===== src/rtl/host_job_ctrl.sv =====
// Host mailbox job controller: START/ACK handshake, arbitrated core access to the shared
// memory port, per-channel result addressing and repeated DONE flag writes.
// Optional watchdog with error flag write enabled by defining HOST_JOB_WDOG_EN.
module host_job_ctrl #(
    parameter int                ADDR_W      = 21,
    parameter int                NUM_CHAN    = 4,
    parameter int                IDX_W       = 2,
    parameter logic [ADDR_W-1:0] RESULT_BASE = 21'h03CF96,
    parameter logic [ADDR_W-1:0] ACK_ADDR    = 21'h000000,
    parameter logic [ADDR_W-1:0] DONE_ADDR   = 21'h07FFFE,
    parameter logic [31:0]       START_FLAG  = 32'h0001_0000,
    parameter logic [31:0]       ACK_FLAG    = 32'h0000_0002,
    parameter logic [31:0]       DONE_FLAG   = 32'h0000_0004,
    parameter int                DONE_REPEAT = 3,
    parameter int                SWAP_BYTES  = 1
) (
    input  logic                        clk,
    input  logic                        rst,
    input  logic [31:0]                 host_flag_in,
    output logic                        flag_we,
    output logic [31:0]                 flag_out,
    output logic                        mem_req,
    output logic                        mem_wr_en,
    output logic [ADDR_W-1:0]           mem_addr,
    output logic [31:0]                 mem_wdata,
    input  logic [31:0]                 mem_rdata,
    input  logic                        mem_rd_ready,
    output logic                        core_start,
    input  logic                        core_req,
    input  logic                        core_rd_wr,
    input  logic [ADDR_W-1:0]           core_addr,
    input  logic [$clog2(NUM_CHAN)-1:0] core_chan,
    input  logic [IDX_W-1:0]            core_idx,
    input  logic [31:0]                 core_wdata,
    output logic [31:0]                 core_rdata,
    output logic                        core_rdata_valid,
    input  logic                        core_done,
    output logic [15:0]                 job_count,
    output logic                        busy
);

    localparam int CNT_W = (DONE_REPEAT > 1) ? $clog2(DONE_REPEAT) : 1;

    typedef enum logic [2:0] {
        IDLE    = 3'd0,
        ACK     = 3'd1,
        RUN     = 3'd2,
        RD_WAIT = 3'd3,
`ifdef HOST_JOB_WDOG_EN
        DONE_WR = 3'd4,
        ERR_WR  = 3'd5
`else
        DONE_WR = 3'd4
`endif
    } state_t;

    state_t             state_reg, state_next;
    logic               armed_reg, armed_next;
    logic [CNT_W-1:0]   done_cnt_reg, done_cnt_next;
    logic [15:0]        job_count_reg, job_count_next;
`ifdef HOST_JOB_WDOG_EN
    logic [15:0]        wdog_reg, wdog_next;
`endif

    logic               flag_we_reg, flag_we_next;
    logic [31:0]        flag_out_reg, flag_out_next;
    logic               mem_req_reg, mem_req_next;
    logic               mem_wr_en_reg, mem_wr_en_next;
    logic [ADDR_W-1:0]  mem_addr_reg, mem_addr_next;
    logic [31:0]        mem_wdata_reg, mem_wdata_next;
    logic               core_start_reg, core_start_next;
    logic [31:0]        core_rdata_reg, core_rdata_next;
    logic               core_rdata_valid_reg, core_rdata_valid_next;
    logic               busy_reg, busy_next;

    logic [31:0]        wdata_sw;
    logic [31:0]        rdata_sw;
    logic [ADDR_W-1:0]  result_addr;

    // Memory is big-endian relative to the core when swapping is enabled.
    genvar gi;
    generate
        for (gi = 0; gi < 4; gi++) begin : g_swap
            if (SWAP_BYTES != 0) begin : g_rev
                assign wdata_sw[8*gi +: 8] = core_wdata[8*(3-gi) +: 8];
                assign rdata_sw[8*gi +: 8] = mem_rdata[8*(3-gi) +: 8];
            end else begin : g_thru
                assign wdata_sw[8*gi +: 8] = core_wdata[8*gi +: 8];
                assign rdata_sw[8*gi +: 8] = mem_rdata[8*gi +: 8];
            end
        end
    endgenerate

    // {chan, idx} is exactly chan * 2**IDX_W + idx.
    assign result_addr = RESULT_BASE + ADDR_W'({core_chan, core_idx});

    always_ff @(posedge clk) begin
        if (rst) begin
            state_reg     <= IDLE;
            armed_reg     <= 1'b1;
            done_cnt_reg  <= '0;
            job_count_reg <= '0;
`ifdef HOST_JOB_WDOG_EN
            wdog_reg      <= '0;
`endif
        end else begin
            state_reg     <= state_next;
            armed_reg     <= armed_next;
            done_cnt_reg  <= done_cnt_next;
            job_count_reg <= job_count_next;
`ifdef HOST_JOB_WDOG_EN
            wdog_reg      <= wdog_next;
`endif
        end
    end

    always_comb begin
        state_next     = state_reg;
        armed_next     = armed_reg;
        done_cnt_next  = done_cnt_reg;
        job_count_next = job_count_reg;
`ifdef HOST_JOB_WDOG_EN
        wdog_next      = wdog_reg;
`endif
        case (state_reg)
            IDLE: begin
                // A START left over from the previous job must drop before it counts again.
                if (armed_reg && host_flag_in == START_FLAG) begin
                    state_next = ACK;
                end else if (!armed_reg && host_flag_in != START_FLAG) begin
                    armed_next = 1'b1;
                end
            end
            ACK: begin
                state_next = RUN;
`ifdef HOST_JOB_WDOG_EN
                wdog_next  = '0;
`endif
            end
            RUN: begin
                if (core_done) begin
                    state_next    = DONE_WR;
                    done_cnt_next = '0;
                end else if (core_req) begin
                    if (!core_rd_wr) begin
                        state_next = RD_WAIT;
                    end
`ifdef HOST_JOB_WDOG_EN
                    wdog_next = '0;
                end else if (wdog_reg == 16'hFFFE) begin
                    state_next = ERR_WR;
                end else begin
                    wdog_next = wdog_reg + 16'd1;
`endif
                end
            end
            RD_WAIT: begin
                if (mem_rd_ready) begin
                    state_next = RUN;
`ifdef HOST_JOB_WDOG_EN
                    wdog_next  = '0;
                end else if (wdog_reg == 16'hFFFE) begin
                    state_next = ERR_WR;
                end else begin
                    wdog_next = wdog_reg + 16'd1;
`endif
                end
            end
            DONE_WR: begin
                if (done_cnt_reg == CNT_W'(DONE_REPEAT - 1)) begin
                    state_next     = IDLE;
                    armed_next     = 1'b0;
                    done_cnt_next  = '0;
                    job_count_next = job_count_reg + 16'd1;
                end else begin
                    done_cnt_next = done_cnt_reg + 1'b1;
                end
            end
`ifdef HOST_JOB_WDOG_EN
            ERR_WR: begin
                state_next = IDLE;
                armed_next = 1'b0;
            end
`endif
            default: state_next = IDLE;
        endcase
    end

    // Outputs are decided from the transition being taken so they line up with the new state.
    always_comb begin
        flag_we_next          = 1'b0;
        flag_out_next         = '0;
        mem_req_next          = 1'b0;
        mem_wr_en_next        = 1'b0;
        mem_addr_next         = '0;
        mem_wdata_next        = '0;
        core_start_next       = (state_next == RUN);
        core_rdata_next       = core_rdata_reg;
        core_rdata_valid_next = 1'b0;
        busy_next             = (state_next != IDLE);
        case (state_next)
            ACK: begin
                flag_we_next  = 1'b1;
                flag_out_next = ACK_FLAG;
                mem_addr_next = ACK_ADDR;
            end
            DONE_WR: begin
                flag_we_next  = 1'b1;
                flag_out_next = DONE_FLAG;
                mem_addr_next = DONE_ADDR;
            end
`ifdef HOST_JOB_WDOG_EN
            ERR_WR: begin
                flag_we_next  = 1'b1;
                flag_out_next = 32'h0000_0008;
                mem_addr_next = DONE_ADDR;
            end
`endif
            default: ;
        endcase
        if (state_reg == RUN && core_req && !core_done) begin
            mem_req_next   = 1'b1;
            mem_wr_en_next = core_rd_wr;
            mem_addr_next  = core_rd_wr ? result_addr : core_addr;
            mem_wdata_next = core_rd_wr ? wdata_sw : 32'h0;
        end
        if (state_reg == RD_WAIT && mem_rd_ready) begin
            core_rdata_next       = rdata_sw;
            core_rdata_valid_next = 1'b1;
        end
    end

    always_ff @(posedge clk) begin
        if (rst) begin
            flag_we_reg          <= 1'b0;
            flag_out_reg         <= '0;
            mem_req_reg          <= 1'b0;
            mem_wr_en_reg        <= 1'b0;
            mem_addr_reg         <= '0;
            mem_wdata_reg        <= '0;
            core_start_reg       <= 1'b0;
            core_rdata_reg       <= '0;
            core_rdata_valid_reg <= 1'b0;
            busy_reg             <= 1'b0;
        end else begin
            flag_we_reg          <= flag_we_next;
            flag_out_reg         <= flag_out_next;
            mem_req_reg          <= mem_req_next;
            mem_wr_en_reg        <= mem_wr_en_next;
            mem_addr_reg         <= mem_addr_next;
            mem_wdata_reg        <= mem_wdata_next;
            core_start_reg       <= core_start_next;
            core_rdata_reg       <= core_rdata_next;
            core_rdata_valid_reg <= core_rdata_valid_next;
            busy_reg             <= busy_next;
        end
    end

    assign flag_we          = flag_we_reg;
    assign flag_out         = flag_out_reg;
    assign mem_req          = mem_req_reg;
    assign mem_wr_en        = mem_wr_en_reg;
    assign mem_addr         = mem_addr_reg;
    assign mem_wdata        = mem_wdata_reg;
    assign core_start       = core_start_reg;
    assign core_rdata       = core_rdata_reg;
    assign core_rdata_valid = core_rdata_valid_reg;
    assign job_count        = job_count_reg;
    assign busy             = busy_reg;

endmodule


===== config.mk =====
export PLATFORM = sky130hd
export DESIGN_NAME = host_job_ctrl
export DESIGN_NICKNAME = d
export VERILOG_FILES = /design/src/rtl/host_job_ctrl.sv
export SDC_FILE = /design/constraint.sdc
export NUM_CORES = 1
export LEC_CHECK = 0
export BUFFER_PORTS_ARGS = -buffer_cell sky130_fd_sc_hd__buf_2
export CELL_PAD_IN_SITES_DETAIL_PLACEMENT = 0
export CELL_PAD_IN_SITES_GLOBAL_PLACEMENT = 1
export CORE_ASPECT_RATIO = 0.9
export CORE_UTILIZATION = 27
export CTS_CLUSTER_DIAMETER = 150
export CTS_CLUSTER_SIZE = 28
export DETAILED_ROUTE_END_ITERATION = 8
export HOLD_SLACK_MARGIN = 0.1
export PLACE_DENSITY = 0.82
export SYNTH_ARGS = -nofsm -noshare
export SYNTH_HDL_FRONTEND = slang
export SYNTH_SLANG_ARGS = --single-unit

===== constraint.sdc =====
create_clock -name clk -period 2 [get_ports clk]
set_input_delay 0.2 -clock clk [delete_from_list [all_inputs] [get_ports clk]]
set_output_delay 0.2 -clock clk [all_outputs]
set_load 0.01 [all_outputs]

==> flow_results.org, run 1 <==
** Global routing
- The initial antenna violation count was 0.
- Entering global routing, the biggest net connects 34 pins.
- The via count of the first global-routing pass was 4,099.
- Global route overflow :: 0
- Global-route wire length before repair :: 19.9 mm
- Global routing consumed, over all layers together, 15.8% of the routing resources.

** Layout
- The post-route netlist has 35.5% of its cells at a drive strength greater than 1.
- The number of antenna diodes in the final layout is 0.
- Relative to the synthesized area, the layout overhead comes to 65.4%.
- Number of nets in the layout :: 931
- At the end of the flow the core is filled with cells to 45.5%.

** Timing
- Across the routed clock network, the largest skew measured is 6.65 ps.
- The hold violation count in the final report was 0.
- Fraction of the cycle the final worst path needs :: 93.2%
- The worst path needs 1860 ps of the cycle, external delays included.
- Number of failing setup endpoints in the final timing report :: 0
- The number of max-slew violations in the final report came to 0.
- Setup repair after global routing left no endpoint under its margin.
- Fmax :: 0.536 GHz
- Post-route setup TNS :: 0 ps
- Hold timing on the final database bottoms out at a slack of 157 ps.

** Synthesis
- A synthesized cell averages 9.02 sq um.
- In this run, synthesis inferred 0 flip-flops with an integrated enable.
- Distinct cell type count after synthesis :: 43
- Cell area after technology mapping :: 0.00423 sq mm
- Flops & latches, synth :: 115
- For this run, the register share of the synthesized area comes to 54.4%.
- For this run, the number of Yosys warnings is 0.
- In the synthesized netlist the async set-or-reset flop fraction comes to 0%.
- After technology mapping, the gate count stands at 469.
- Among all flip-flop cells after synthesis, the most frequent one is sky130_fd_sc_hd__dfxtp_1.

** Clocking
- Clock insertion delay at the later pin of the skew report :: 410 ps
- For this design, the sink count on the clock tree is 115.
- The tree is rooted in a sky130_fd_sc_hd__clkbuf_16.
- Maximum root-to-sink buffer count :: 2
- Buffer count from post-CTS setup fixing :: 0
- The H-tree was split into 4 levels.
- TritonCTS built the clock tree.
- Clock-pin slew of the registers on the worst-case setup and hold paths :: 60 ps
- Num CTS Buffers :: 17

** Floorplan
- Die span in x :: 134 microns
- Placeable Area :: 0.0154 sq mm
- Count of standard-cell rows :: 43
- The floorplan step defined a die boundary enclosing 0.0162 sq mm.
- I/O pin cnt :: 266
- Floorplan die height :: 121 microns
- Once the floorplan was initialized, standard cells occupied 27.5% of the core.

** Pwr
- Across the VDD grid, the largest voltage drop is 0.000587 V.
- Dividing total power by cell area gives a power density of 779 mW/mm^2.
- Summed over all cells, the static leakage comes to 3.40 nW.

** Setup path
- Type of destination of the critical path :: register
- The worst register-to-register path ends at job_count[15].
- Counting cells, the worst reg-to-reg path comes to 4.
- For the worst setup path, the data required time is 2340 ps.
- Launching element type of the critical path :: register
- Critical path arrival :: 2200 ps
- Category of the most critical setup path :: register to register
- The worst register-to-register path has a setup slack of 140 ps.
- CP max FO :: 6
- The startpoint identified for the worst register-to-register timing path is state_reg[1].

** Place
- Buffers placed on the I/O ports in this run total 235.
- Routability-driven placement finished with a final weighted congestion of 0.737.
- Once detailed placement completed, the half-perimeter wirelength came to 8.57 mm.

** Routing
- Once detail routing completed, the nets flagged for antenna violations numbered 0.
- Dividing the detail-routed wire length by the instance count gives 12.5 microns.
- Vias per inst :: 4.22
- The first detailed-routing pass ran for 4 iterations.
- For this block, the routed nets add up to 12.7 mm of wire.
- The final route contains 4,284 vias.
- In the routed design, unresolved DRC markers number 0.
- The detailed router finished its first iteration with 182 violations.

** Status
- Run status :: finished clean

** Min path
- Terminating pin of the worst hold path :: state_reg[0]
- Hold path cells :: 3
- The tightest min-delay check is of the input port to register type.
- The worst hold path begins at mem_rd_ready.

** Job
- Total of max-cap violations :: 0
## worst max path at each step
stage                               end  slack, ps  cells after the start          from
after global routing      job_count[15]         50                      4  state_reg[2]
after floorplan           job_count[15]         50                      6  state_reg[2]
final                     job_count[15]        140                      4  state_reg[1]
after global placement    job_count[15]        210                      4  state_reg[1]
after detailed placement  job_count[15]        160                      4  state_reg[1]
after CTS                 job_count[15]        140                      4  state_reg[1]
## cell type report
| class | count | area, sq um |
|---|---|---|
| Fill cell | 1528 | 8390 |
| Sequential cell | 115 | 2300 |
| Timing Repair Buffer | 339 | 2170 |
| Multi-Input combinational cell | 318 | 1680 |
| Clock buffer | 17 | 425 |
| Tap cell | 202 | 253 |
| Clock inverter | 15 | 133 |
| Inverter | 10 | 37.5 |
## logic make-up (layout without fill, tap and decap cells)
kind of cell / after synthesis / after routing / share of synthesized area [%]
flip-flops: 115 / 115 / 54.4
other: 1 / 30 / 0.0886
AO/OA/AOI/OAI: 85 / 85 / 11.1
buffers and inverters: 65 / 381 / 8.55
AND/OR/NAND/NOR: 187 / 187 / 22.2
adder cells (fa/ha/maj): 3 / 3 / 0.887
XOR/XNOR: 8 / 8 / 1.66
multiplexers: 5 / 5 / 1.18
## placed cells by master (no fill, tap or decap), types with 3 or more instances in the layout
cell / instances
sky130_fd_sc_hd__or3_1: 7
sky130_fd_sc_hd__and3_1: 3
sky130_fd_sc_hd__ha_1: 3
sky130_fd_sc_hd__inv_6: 4
sky130_fd_sc_hd__nor4_1: 10
sky130_fd_sc_hd__conb_1: 30
sky130_fd_sc_hd__clkinvlp_4: 4
sky130_fd_sc_hd__nand2_1: 74
sky130_fd_sc_hd__buf_2: 235
sky130_fd_sc_hd__nor2_1: 27
sky130_fd_sc_hd__clkinv_2: 4
sky130_fd_sc_hd__inv_1: 10
sky130_fd_sc_hd__dfxtp_1: 115
sky130_fd_sc_hd__mux2i_1: 5
sky130_fd_sc_hd__dlygate4sd3_1: 86
sky130_fd_sc_hd__a21oi_1: 52
sky130_fd_sc_hd__and2_1: 35
sky130_fd_sc_hd__nand3_1: 7
sky130_fd_sc_hd__or4_1: 3
sky130_fd_sc_hd__buf_4: 18
sky130_fd_sc_hd__a21o_1: 4
sky130_fd_sc_hd__clkbuf_16: 17
sky130_fd_sc_hd__nand4_1: 7
sky130_fd_sc_hd__o31ai_1: 3
sky130_fd_sc_hd__xor2_1: 6
sky130_fd_sc_hd__o21ai_0: 19
## cell usage after synthesis, drive strengths merged, types with 3 or more instances
cell type,count,share of area (%)
a21o,4,0.71
a21oi,52,6.2
and2,35,5.2
and3,3,0.44
buf,34,5.8
clkbuf,21,1.9
dfxtp,115,54
ha,3,0.89
inv,10,0.89
mux2i,5,1.2
nand2,74,6.6
nand3,7,0.83
nand4,7,1.0
nor2,27,2.4
nor4,10,1.5
o21ai,19,2.2
o31ai,3,0.53
or3,8,1.2
or4,3,0.53
xor2,6,1.2
## power breakdown
| part | internal (mW) | switching [mW] |
|---|---|---|
| clock | 1.71 | 1.11 |
| sequential | 2.29 | 0.0000000000369 |
| combinational | 0.212 | 0.123 |
| total | 4.22 | 1.24 |
## metrics by stage
stage	power (mW)	setup slack [ps]	std cells	cell area, sq um
CTS	5.53	139	1016	7000
detailed placement	2.54	158	898	5580
global route	5.66	54.3	1016	7000
global placement	2.54	214	898	5580
finish	5.45	136	1016	7000
floorplan	2.45	50.3	498	4340
## worst max-delay path: stages (launching register included)
cell and delay [ps]:
sky130_fd_sc_hd__dfxtp_1 300, sky130_fd_sc_hd__or3b_1 400, sky130_fd_sc_hd__or3_1 440, sky130_fd_sc_hd__or4_1 500, sky130_fd_sc_hd__a21oi_1 160
## metal layers
metal / track usage (%) / up-vias / share of wire, %
met5: 0 / - / 0
met4: 6.25 / 0 / 1.8
met3: 6.08 / 16 / 7.3
met2: 25.2 / 165 / 47
met1: 18.9 / 1928 / 44
li1: - / 2175 / -
## what timing repair did
action,in CTS,in global routing
hold buffers,86,0
endpoints found under the hold margin,85,0
resized for setup,0,0
(Power assumes the default switching activity.)
==> inputs of run 2 (changes only) <==
GPL_TIMING_DRIVEN = 0   (was unset)
==> run 2 against run 1 <==
Against the previous run:
- power is 3.7% higher
- utilization is 2.1 points higher
- non-clock buffer count rose by 43
- clock-buffer cell count stayed put
- via count up 2.9%
==> flow_results.org, run 2 (same netlist as run 1, synthesis figures left out) <==
** Status
- Run status :: finished clean

** Layout
- Compared with the post-synthesis result, the final layout area differs by 72.9%.
- Cells with a size suffix above 1 make up 37.8% of the layout.
- For this run, the share of the core covered by cells in the final layout is 47.6%.
- The repair_antennas step left the layout with diodes totalling 0.
- Area of all placed cells without fillers :: 0.00732 sq mm
- Fill cell instance count of the final layout :: 1,477
- Number of nets in the layout :: 974
- After the flow finishes, the layout carries non-filler instances totaling 1,059.
- Sequential cell area :: 0.00230 sq mm
- Most frequent cells in the layout :: 235 x sky130_fd_sc_hd__buf_2, 114 x sky130_fd_sc_hd__dfxtp_1, 87 x sky130_fd_sc_hd__dlygate4sd3_1, 74 x sky130_fd_sc_hd__nand2_1, 51 x sky130_fd_sc_hd__a21oi_1
- Multi-input gate area :: 0.00171 sq mm
- Leaving out fill and tap cells, the most frequent cell in the layout is sky130_fd_sc_hd__buf_2.

** Setup path
- STA puts the critical path data arrival time at 2330 ps.
- STA classifies the critical path endpoint as a register.
- STA puts the critical path data required time at 2340 ps.
- Category of the most critical setup path :: register to register
- STA classifies the critical path startpoint as a register.
- Of all nets on the critical path, the largest fanout is 8.

** Routing
- WL/cell :: 12.4 microns
- The first detailed-routing pass took 4 iterations.
- Vias per inst :: 4.16
- Detail Route Antenna Nets :: 0
- # DRC :: 0
- The routed design has 13.1 mm of wire.
- Drt initial violations :: 156
- Total via count after detailed routing :: 4,407

** Timing
- Actual slew at the worst max-slew pin :: 584 ps
- The worst path uses 99.4% of the clock period.
- Worst relative slew slack :: 61.1%
- Min setup slack post-route :: 11.9 ps
- Worst hold-check slack :: 135 ps
- The hold violation count in the final report is 0.
- Number of failing setup endpoints in the final timing report :: 0
- Setup repair after global routing could not meet its margin everywhere.
- Min cycle time layout :: 1990 ps
- Derived from the worst setup path, the maximum achievable clock frequency is 0.503 GHz.
- Skew final :: 8.19 ps
- The number of max-slew violations in the final report was 0.

** Clocking
- CTS built an H-tree with a depth of 4.
- The number of clock buffers added by TritonCTS is 17.
- The later pin in the worst-skew pair is clocked with a latency of 410 ps.
- Clock tree from TritonCTS :: built
- Sinks on Clock Net :: 115
- The clock passes through at most 2 buffers.
- Root buffer selected by CTS :: sky130_fd_sc_hd__clkbuf_16
- After clock tree synthesis, the clock-pin slew on the worst setup and hold paths is 60 ps.

** Floorplan
- The die covers 0.0162 sq mm.
- Placeable Area :: 0.0154 sq mm
- During I/O placement, the number of pins put on the boundary was 266.
- Floorplan die height :: 121 microns
- Initial Utilization :: 27.5%
- Die span in x :: 134 microns
- In this run the core area contains 43 standard-cell rows.

** Min path
- In this run the worst hold path is classified as input port to register.

** Pwr
- Across the VDD grid, the largest voltage drop is 0.000548 V.
- For this design the static power due to leakage is 3.60 nW.
- Dividing total power by cell area gives a power density of 773 mW/mm^2.

** Global routing
- Global routing used 16.1% of the available tracks.
- Largest net degree at the start of global routing :: 17
- The first global-routing pass estimated 20.2 mm of wire.
- Antenna violations before repair :: 0
- Number of global-route vias before repair :: 4,051
- Global route overflow :: 0

** Place
- Placement Setup Slack :: -124 ps
- Routability-driven placement finished with a final weighted congestion of 0.777.
- Post-Place Cells :: 935
- Total placed instance area :: 0.00577 sq mm
- Count of input and output buffers :: 235
- Placed wire-length estimate :: 9.01 mm

** Job
- Total of max-cap violations :: 0
-- run 2: cell types whose count changed in the layout (fill, tap and decap cells not counted), sizes merged --
| cell | change |
|---|---|
| buf | +21 |
| bufinv | +1 |
| clkbuf | +21 |
| clkinv | +1 |
| clkinvlp | -1 |
| dlygate4sd3 | +1 |
| inv | -1 |
-- run 2: path summary, 6_finish.rpt --
kind                  start        endpoint  slack [ps]  cells past startpoint
min            core_chan[0]     mem_addr[4]         140                      4
max            state_reg[2]   job_count[15]          10                      6
min reg2reg  core_rdata[26]  core_rdata[26]         450                      2
max reg2reg    state_reg[2]   job_count[15]          10                      6
-- run 2: power by group --
part / internal, mW / switching (mW) / total (mW)
registers: 2.29 / 0.0000000000531 / 2.29
clock network: 1.84 / 1.14 / 2.98
logic: 0.251 / 0.133 / 0.384
-- run 2: stage by stage --
| stage | total power, mW | setup TNS [ps] |
|---|---|---|
| after detailed placement | 2.58 | -3380 |
| after floorplan | 2.45 | 0 |
| after global routing | 5.86 | -24.1 |
| after CTS | 5.73 | -57.9 |
| after global placement | 2.58 | -3240 |
| final | 5.66 | 0 |
-- run 2: layout make-up --
class	count	share of cell area [%]
inverter	10	0.513
buffer	54	4.67
multi-input combinational	318	23.3
clock buffer	17	5.81
clock inverter	15	2.15
sequential	115	31.5
timing repair buffer	328	28.6
tap	202	3.45
-- run 2: what timing repair did --
action | 4_1_cts | 5_1_grt
resized for setup | 12 | 11
setup endpoints to repair | 64 | 74
endpoints found under the hold margin | 86 | 0
buffers inserted | 1 | 5
pin swaps | 1 | 3
hold buffers | 87 | 0
-- run 2: worst max-delay path: stages (launching register included) --
cell	delay [ps]
sky130_fd_sc_hd__dfxtp_2	320
sky130_fd_sc_hd__buf_6	110
sky130_fd_sc_hd__or3b_4	390
sky130_fd_sc_hd__or3_1	330
sky130_fd_sc_hd__buf_6	140
sky130_fd_sc_hd__or4_4	480
sky130_fd_sc_hd__a21oi_2	150
-- run 2: per-layer routing --
metal  global-route usage [%]  up-vias  part of all wire, %
met3                     5.41       20                  6.5
met5                        0        -                    0
li1                         -     2270                    -
met1                     19.6     1943                   45
met4                     6.82        0                  2.0
met2                     25.7      174                   46
==> inputs of run 3 (changes only) <==
ABC_AREA = 1   (was unset)
==> run 3 against run 2 <==
Against the previous run:
- utilization is 1.0 points lower
- combinational power increased by 8.1%
- wire length up 9.1%
- setup slack gained 130 ps
- sequential share of layout area fell by 1.3 points
- clock power grew 10%
- critical endpoint is now mem_addr[1]
- largest cell class unchanged
- design area grew 4.4%
- clock skew increased by 4.8 ps
- power is 5.9% higher
- register-to-register slack better by 130 ps
- clock-buffer cell count increased by 1
==> flow_results.org, run 3 <==
** Layout
- Number of diodes added for antenna fixing :: 0
- Most frequent cells in the layout :: 238 x sky130_fd_sc_hd__buf_2, 118 x sky130_fd_sc_hd__inv_1, 115 x sky130_fd_sc_hd__dfxtp_1, 89 x sky130_fd_sc_hd__nor2_1, 86 x sky130_fd_sc_hd__dlygate4sd3_1
- The library cell used most frequently in the layout, excluding fill and tap cells, is sky130_fd_sc_hd__buf_2.
- The final layout contains 1,105 nets.
- Compared with the post-synthesis result, the final layout area differs by 66.1%.
- The post-route netlist has 32.6% of its cells at a drive strength greater than 1.

** Floorplan
- Floorplan die height :: 126 microns
- Die ar. :: 0.0176 sq mm
- I/O pin cnt :: 266
- The region available for standard cell placement spans 0.0164 sq mm.
- The initial utilization of the core area, before any placement, comes to 28.0%.
- Die span in x :: 140 microns
- Count of standard-cell rows :: 44

** Setup path
- CP max FO :: 4
- Crit path required time :: 2300 ps
- Critical path arrival :: 2160 ps
- For this run, the slowest stage of the critical path takes 570 ps.
- Category of the most critical setup path :: register to register
- The slowest stage of the critical path is the sky130_fd_sc_hd__dlygate4sd3_1 cell.
- STA classifies the critical path endpoint as a register.
- Worst reg2reg path startpoint :: state_reg[2]
- The worst setup path is launched from a register.
- Critical path, cell by cell :: inv_2 > nand2_2 > nor2_4 > nand2_1 > o21ai_2 > inv_2 > nor2_4 > inv_2 > o211ai_1 > dlygate4sd3_1
- Counting stages on the worst path, the most repeated cell is sky130_fd_sc_hd__inv_2.
- The most critical setup path has its startpoint at state_reg[2].

** Job
- Total of max-cap violations :: 0

** Global routing
- The first global-routing pass estimated 22.9 mm of wire.
- GR Util All Layers :: 16.7%
- The initial antenna violation count was 0.
- Global routing finished with a remaining overflow of 0.
- Entering global routing, the biggest net connects 17 pins.
- The via count of the first global-routing pass came to 4,833.

** Synthesis
- Distinct cell type count after synthesis :: 31
- Top post-synthesis cells by area :: sky130_fd_sc_hd__dfxtp_1 50%, sky130_fd_sc_hd__inv_1 9.6%, sky130_fd_sc_hd__nor2_1 7.3%
- Area share of the largest cell type after synthesis :: 50.1%
- Ys async rst share :: 0%
- The synthesized netlist occupies a cell area of 0.00460 sq mm.
- Sequential cell area fraction in the yosys report :: 50.1%
- Instance count of the mapped netlist :: 607
- After synthesis, the most frequently instantiated cells are 118 x sky130_fd_sc_hd__inv_1, 115 x sky130_fd_sc_hd__dfxtp_1, 89 x sky130_fd_sc_hd__nor2_1.
- Post-synthesis cell type with the largest combined area :: sky130_fd_sc_hd__dfxtp_1
- Count of flip-flops with a built-in enable after synthesis :: 0
- Flops & latches, synth :: 115
- Warning count from the yosys run :: 0
- Dominant synthesized flop cell :: sky130_fd_sc_hd__dfxtp_1
- Synthesized area divided by synthesized cell count :: 7.57 sq um
- Most used standard cell by instance count after synthesis :: sky130_fd_sc_hd__inv_1

** Clocking
- TritonCTS created 17 clock buffers.
- Clock-pin slew of the registers on the worst-case setup and hold paths :: 60 ps
- Clock insertion delay at the later pin of the skew report :: 420 ps
- Number of buffers inserted by hold repair at cts :: 86
- The tree is rooted in a sky130_fd_sc_hd__clkbuf_16.
- Once the clock tree was built, the setup fixing pass inserted 0 buffers.
- Post-cts gate resize count :: 0
- CTS HTree Levels :: 4
- The longest clock path from root to sink contains 2 buffers.
- Sinks on Clock Net :: 115
- TritonCTS built the clock tree.

** Routing
- Total via count after detailed routing :: 4,856
- For this run, the detailed router's first-pass iteration total came to 4.
- For this run, design rule violations remaining after detail routing come to 0.
- Using the TritonRoute via totals, the vias-per-cell ratio works out to 4.06.
- Total detailed-routing wirelength :: 14.3 mm
- Detail Route Antenna Nets :: 0
- WL/cell :: 12.0 microns
- Drt initial violations :: 147

** Timing
- Number of failing setup endpoints in the final timing report :: 0
- Skew final :: 13.0 ps
- The hold violation count in the final report came to 0.
- Post-route setup TNS :: 0 ps
- Worst relative slew slack :: 63.3%
- Min cycle time layout :: 1860 ps
- For the pin with the worst max-slew slack, the measured transition is 551 ps.
- Fmax :: 0.538 GHz
- Fraction of the cycle the final worst path needs :: 92.9%
- Min setup slack post-route :: 141 ps
- Final slew viol count :: 0
- Setup repair after global routing left no endpoint under its margin.

** Min path
- Worst hold-check path type :: input port to register
- The startpoint identified for the worst hold timing path is core_addr[4].

** Status
- The run finished with clean final reports.

** Pwr
- Post-route total power :: 5.99 mW
- For this design the ratio of total power to cell area is 784 mW/mm^2.
- VDD sags by at most 0.000558 V.
- Standby leakage power :: 4.02 nW

** Place
- Input and output buffers added on the ports amount to 234.
- OpenSTA, run right after detailed placement, puts the worst setup slack at 387 ps.
- Final Wtd Congestion :: 0.800
- The wire-length estimate of the detail-placed layout is 9.85 mm.
run 3: cell count changes after synthesis, sizes merged, moves of 15 or more:
cell | before | now
and2 | 35 | 1
nor2 | 27 | 96
nand2 | 74 | 89
inv | 10 | 122
o21ai | 19 | 51
run 3: metrics by stage:
step	hold WS, ps	cells	cell area, sq um	utilization (%)
final	105	1195	7640	46.6
after global routing	127	1195	7640	46.6
after CTS	107	1195	7640	46.6
after detailed placement	418	1077	6140	37.4
after global placement	412	1077	6140	37.4
after floorplan	278	636	4710	-
run 3: path summary, 6_finish.rpt:
path / endpoint / slack [ps] / cells after the start
worst max-delay path: mem_addr[1] / 140 / 10
worst min register to register: core_rdata[3] / 440 / 2
worst min-delay path: mem_addr[4] / 100 / 3
worst max register to register: mem_addr[1] / 140 / 10
run 3: logic make-up after synthesis:
| kind of cell | synth area share, % |
|---|---|
| and+or+nand+nor | 19.6 |
| AOI/OAI and AO/OA | 11.8 |
| DFF | 50.1 |
| muxes | 0.218 |
| adders and majority gates | 0.817 |
| buffers and inverters | 17.4 |
| other | 0.0816 |
run 3: cell type report:
| cell class | instances | area [sq um] |
|---|---|---|
| repair buffers | 320 | 2030 |
| well taps | 207 | 259 |
| flip-flops and latches | 115 | 2300 |
| clock inverters | 14 | 201 |
| fillers | 1588 | 8770 |
| multi-input cells | 348 | 1600 |
| clock buffers | 18 | 439 |
| inverters | 123 | 462 |
| plain buffers | 50 | 339 |
run 3: where the power goes:
group,internal [mW],switching [mW]
logic,0.257,0.158
registers,2.29,0.0000000000549
clock network,2.13,1.15
run 3: metal layers:
layer  share of wire (%)  track usage [%]  vias to the layer above
met5                   0                0                        -
met2                  48             28.8                      186
li1                    -                -                     2523
met3                 8.2             6.24                       21
met4                 1.8             6.33                        0
met1                  42             18.6                     2126
run 3: critical path: cells and delay by family (launching register included):
kind                   cells  cell delay, ps
flip-flops                 1             410
AND/OR/NAND/NOR            4             320
AO/OA/AOI/OAI              2             160
buffers and inverters      4             860
